## src/rtl/pipe_hazard_ctrl.sv

```systemverilog
// Pipeline hazard controller: memory-wait holds, branch redirect, multi-cycle MDU stall, load-use bubble.
// Optional performance counters are enabled with `define PIPE_HAZARD_PERF_EN.
module pipe_hazard_ctrl (
  input  logic        clk,
  input  logic        rst,
  input  logic [4:0]  id_rs1,
  input  logic [4:0]  id_rs2,
  input  logic        id_use_rs1,
  input  logic        id_use_rs2,
  input  logic [4:0]  ex_rd,
  input  logic        ex_is_load,
  input  logic        ex_mispredict,
  input  logic        ex_mdu_start,
  input  logic        mdu_done,
  input  logic        im_ready,
  input  logic        dm_req,
  input  logic        dm_ready,
  output logic        pc_stall,
  output logic        if_id_stall,
  output logic        if_id_flush,
  output logic        id_ex_bubble,
  output logic        id_ex_hold,
  output logic        ex_mem_bubble,
  output logic        ex_mem_hold,
  output logic        mem_wb_hold,
  output logic        redirect,
  output logic [1:0]  state,
  output logic [31:0] perf_stall_cnt,
  output logic [31:0] perf_flush_cnt
);

  localparam int unsigned CNT_W = 32;

  typedef enum logic [1:0] {
    RUN      = 2'd0,
    MEM_WAIT = 2'd1,
    MDU_BUSY = 2'd2,
    REDIRECT = 2'd3
  } state_e;

  state_e cur_state, nxt_state, ret_state, nxt_ret, eff_state;
  logic   pend_redirect, nxt_pend;
  logic   mem_busy, load_use, redir_fire;

  assign mem_busy  = (~im_ready) | (dm_req & ~dm_ready);
  assign load_use  = ex_is_load & (ex_rd != 5'd0) &
                     ((id_use_rs1 & (id_rs1 == ex_rd)) | (id_use_rs2 & (id_rs2 == ex_rd)));
  // The cycle that releases a memory wait behaves like the state the wait interrupted.
  assign eff_state  = (cur_state == MEM_WAIT) ? ret_state : cur_state;
  assign redir_fire = pend_redirect | (ex_mispredict & (eff_state == RUN));
  assign state      = cur_state;

  always_ff @(posedge clk or posedge rst) begin
    if (rst) begin
      cur_state     <= RUN;
      ret_state     <= RUN;
      pend_redirect <= 1'b0;
    end else begin
      cur_state     <= nxt_state;
      ret_state     <= nxt_ret;
      pend_redirect <= nxt_pend;
    end
  end

  always_comb begin
    nxt_state     = cur_state;
    nxt_ret       = ret_state;
    nxt_pend      = pend_redirect;
    pc_stall      = 1'b0;
    if_id_stall   = 1'b0;
    if_id_flush   = 1'b0;
    id_ex_bubble  = 1'b0;
    id_ex_hold    = 1'b0;
    ex_mem_bubble = 1'b0;
    ex_mem_hold   = 1'b0;
    mem_wb_hold   = 1'b0;
    redirect      = 1'b0;
    if (!rst) begin
      if (mem_busy) begin
        pc_stall    = 1'b1;
        if_id_stall = 1'b1;
        id_ex_hold  = 1'b1;
        ex_mem_hold = 1'b1;
        mem_wb_hold = 1'b1;
        if (ex_mispredict) nxt_pend = 1'b1;
        // A pending redirect flush waits in REDIRECT until memory releases.
        case (cur_state)
          RUN: begin
            nxt_state = MEM_WAIT;
            nxt_ret   = RUN;
          end
          MDU_BUSY: begin
            nxt_state = MEM_WAIT;
            nxt_ret   = mdu_done ? RUN : MDU_BUSY;
          end
          MEM_WAIT: begin
            if ((ret_state == MDU_BUSY) && mdu_done) nxt_ret = RUN;
          end
          default: ;
        endcase
      end else if (cur_state == REDIRECT) begin
        if_id_flush = 1'b1;
        nxt_state   = RUN;
      end else if (redir_fire) begin
        redirect     = 1'b1;
        if_id_flush  = 1'b1;
        id_ex_bubble = 1'b1;
        nxt_pend     = 1'b0;
        nxt_state    = REDIRECT;
      end else if (eff_state == MDU_BUSY) begin
        if (mdu_done) begin
          nxt_state = RUN;
        end else begin
          pc_stall      = 1'b1;
          if_id_stall   = 1'b1;
          id_ex_hold    = 1'b1;
          ex_mem_bubble = 1'b1;
          nxt_state     = MDU_BUSY;
        end
      end else if (ex_mdu_start) begin
        pc_stall      = 1'b1;
        if_id_stall   = 1'b1;
        id_ex_hold    = 1'b1;
        ex_mem_bubble = 1'b1;
        nxt_state     = MDU_BUSY;
      end else begin
        nxt_state = RUN;
        if (load_use) begin
          pc_stall     = 1'b1;
          if_id_stall  = 1'b1;
          id_ex_bubble = 1'b1;
        end
      end
    end
  end

`ifdef PIPE_HAZARD_PERF_EN
  logic [CNT_W-1:0] stall_cnt_q, flush_cnt_q;

  // Saturating event counters.
  always_ff @(posedge clk or posedge rst) begin
    if (rst) begin
      stall_cnt_q <= '0;
      flush_cnt_q <= '0;
    end else begin
      if (pc_stall && (stall_cnt_q != {CNT_W{1'b1}})) stall_cnt_q <= stall_cnt_q + CNT_W'(1);
      if (redirect && (flush_cnt_q != {CNT_W{1'b1}})) flush_cnt_q <= flush_cnt_q + CNT_W'(1);
    end
  end

  assign perf_stall_cnt = stall_cnt_q;
  assign perf_flush_cnt = flush_cnt_q;
`else
  assign perf_stall_cnt = '0;
  assign perf_flush_cnt = '0;
`endif

endmodule

```

## config.mk

```make
export PLATFORM = sky130hd
export DESIGN_NAME = pipe_hazard_ctrl
export DESIGN_NICKNAME = d
export VERILOG_FILES = /design/src/rtl/pipe_hazard_ctrl.sv
export SDC_FILE = /design/constraint.sdc
export NUM_CORES = 1
export LEC_CHECK = 0
export ABC_AREA = 1
export CORE_ASPECT_RATIO = 0.75
export CORE_MARGIN = 3
export CORE_UTILIZATION = 23
export CTS_CLUSTER_DIAMETER = 30
export DETAILED_ROUTE_END_ITERATION = 16
export SETUP_SLACK_MARGIN = 0.15
export SYNTH_ARGS = -nofsm -noshare
export SYNTH_HDL_FRONTEND = slang
export SYNTH_SLANG_ARGS = --single-unit
```

## constraint.sdc

```tcl
create_clock -name clk -period 1.5 [get_ports clk]
set_clock_uncertainty 0.15 [all_clocks]
set_input_delay 0.225 -clock clk [delete_from_list [all_inputs] [get_ports clk]]
set_output_delay 0.225 -clock clk [all_outputs]
set_load 0.005 [all_outputs]
```

==> flow_summary.json <==
{
  "via_per_inst": 3.47,
  "htree_levels": 1,
  "dpl_cell_area_sq_um": 1310,
  "diodes": 0,
  "cts.sinks": 4,
  "grt_antenna_before_repair": 0,
  "cts_buffers": 3,
  "required_ps": 1120,
  "crit_arrival_ps": 1570,
  "synth_area_leader_cell": "buf_4",
  "place_inst": 278,
  "nNetsFinal": 281,
  "critPathCaptureType": "primary output",
  "ios": 101,
  "synthesis.area_sq_um": 1040,
  "yosysMostFrequentCell": "buf_4",
  "grt_pass1_wl_microns": 4410,
  "die_area_sq_um": 5380,
  "whs_path_depth": 2,
  "grt.overflow.total": 0,
  "fmax_mhz": 514,
  "insertion_delay_ps": 220,
  "start_util_pct": 24.8,
  "drv_slew": 0,
  "wl_per_cell_microns": 10.3,
  "core_area_sq_um": 4200,
  "dieWidth_microns": 83.7,
  "status": "finished, violations left",
  "hold_slack_ps": 144,
  "clockRootBuffer": "clkbuf_8",
  "globalRouteTotalUtil_pct": 10.0,
  "hp-class": "in2reg",
  "areaGrowthSynthToFinish_pct": 66.2,
  "ff2ff_path_depth": 12,
  "seq_area_frac_synth_pct": 9.62,
  "timing_hold_violations_final": 0,
  "ys_top_cells_by_area": "buf_4 48%, nand2_1 16%, inv_1 10%",
  "die-height_microns": 64.3,
  "fin_crit_sh_pct": 130,
  "min_period_ps": 1940,
  "leakagePower_nw": 1.04,
  "fin_ws_ps": -444,
  "syn-mean-instance-area_sq_um": 5.88,
  "wl_microns": 3160,
  "rsz0062_at_grt": "true",
  "crit_type": "reg2out",
  "dr.pass1.iters": 4,
  "yosysWarnings": 0,
  "fin_area_sq_um": 1730,
  "setup_viol": 10,
  "synth_edf_count": 0,
  "fp-row-count": 20,
  "ant_nets": 0,
  "crit_fanout": 4,
  "route.vias.total": 1069,
  "synthArstFlopShare_pct": 100,
  "clkTransAtPathRegs_ps": 30,
  "synth_top_area_share_pct": 47.6,
  "drv_cap": 0,
  "tritoncts": "done",
  "failed_checks": "negative setup slack",
  "hpwlAfterDp_microns": 2050,
  "drive_above_1_share_pct": 36.0,
  "finalPower_mw": 1.78,
  "grt_max_degree": 6,
  "synth_cells": 177,
  "final_cells": 308,
  "grt_pass1_vias": 962,
  "synthFlopType": "dfrtp_1",
  "port_buffers": 36,
  "synth_common_cells": "66 x buf_4, 45 x nand2_1, 28 x inv_1",
  "dr.first_iter.drc_count": 18,
  "ys_seq_elements": 4,
  "r2r_setup_slack_ps": -430,
  "clockBufferDepth": 2,
  "place.gp.congestion": 0.839,
  "drc": 0,
  "synth.distinct_cells": 15,
  "start_kind": "flop",
  "cellPowerDensity_nw_per_um2": 1030,
  "ir_drop_uv": 787
}
==> area by class of cell <==
| class | instances | area [sq um] |
|---|---|---|
| Tap cell | 55 | 68.8 |
| Clock buffer | 3 | 41.3 |
| Fill cell | 444 | 2470 |
| Timing Repair Buffer | 76 | 701 |
| Sequential cell | 4 | 103 |
| Inverter | 28 | 108 |
| Multi-Input combinational cell | 142 | 709 |
==> cell usage in the layout, fill, tap and decap left out, types with 7 or more instances in the layout <==
master / n
buf_4: 18
inv_2: 9
clkdlybuf4s50_1: 9
buf_6: 27
buf_2: 7
nand2_2: 8
conb_1: 64
nor2_1: 9
dlygate4sd2_1: 13
nand2_1: 33
inv_1: 18
==> flip-flops by register name, indices dropped and copies added, names as in the netlist <==
name,cells
pend_redirect,1
state,2
ret_state,1
==> per-layer routing <==
layer	wire length, microns	vias up	global-route usage [%]
li1	-	548	-
met1	1080	462	10.8
met2	1770	49	18.5
met3	213	10	1.55
met4	96	0	6.02
met5	0	-	0
==> repair_timing <==
action                                  in CTS  in global routing
pin swaps                                   22                 17
resized for setup                          108                 27
endpoints found under the setup margin      15                 13
hold buffers                                 1                  0
buffers inserted                            22                  4
endpoints found under the hold margin        2                  0
==> final timing paths <==
kind	from	end
setup / recovery	state[0]$_DFFE_PP0P_	pc_stall
hold reg to reg	ret_state[1]$_DFFE_PP0P_	ret_state[1]$_DFFE_PP0P_
max in group asynchronous	rst	state[1]$_DFFE_PP0P_
setup reg to reg	state[0]$_DFFE_PP0P_	state[1]$_DFFE_PP0P_
min in group asynchronous	rst	pend_redirect$_DFFE_PP0P_
hold / removal	rst	state[0]$_DFFE_PP0P_
==> through the flow <==
step	setup WS, ps	utilization, %	setup TNS (ps)
floorplan	14.6	-	0
global route	-500	41.2	-3860
CTS	-387	37.8	-2610
finish	-444	41.2	-3330
detailed placement	-797	31.2	-6530
global placement	-791	31.2	-6580
==> power breakdown <==
group	internal (mW)	total [mW]	switching (mW)
logic	0.763	1.36	0.598
clock network	0.171	0.225	0.0540
registers	0.154	0.197	0.0433
==> worst max-delay path, cell delays in order (launching register included) <==
cell      delay, ps
dfrtp_2         400
nand2_2         100
nand2_2         100
nand2_2          60
nand2_2          70
nand2_2          80
o21bai_1        140
nand2_1         110
buf_6           130
nand2_2          40
buf_2           110
==> kinds of logic (layout without fill, tap and decap cells) <==
family / count (synthesis) / after routing / share of synthesized area (%)
other: 1 / 64 / 0.360
AO/OA/AOI/OAI: 10 / 10 / 6.01
buffers and inverters: 94 / 107 / 57.7
flip-flops: 4 / 4 / 9.62
AND/OR/NAND/NOR: 68 / 68 / 26.3
No activity file was read; power rests on OpenSTA's default activity.
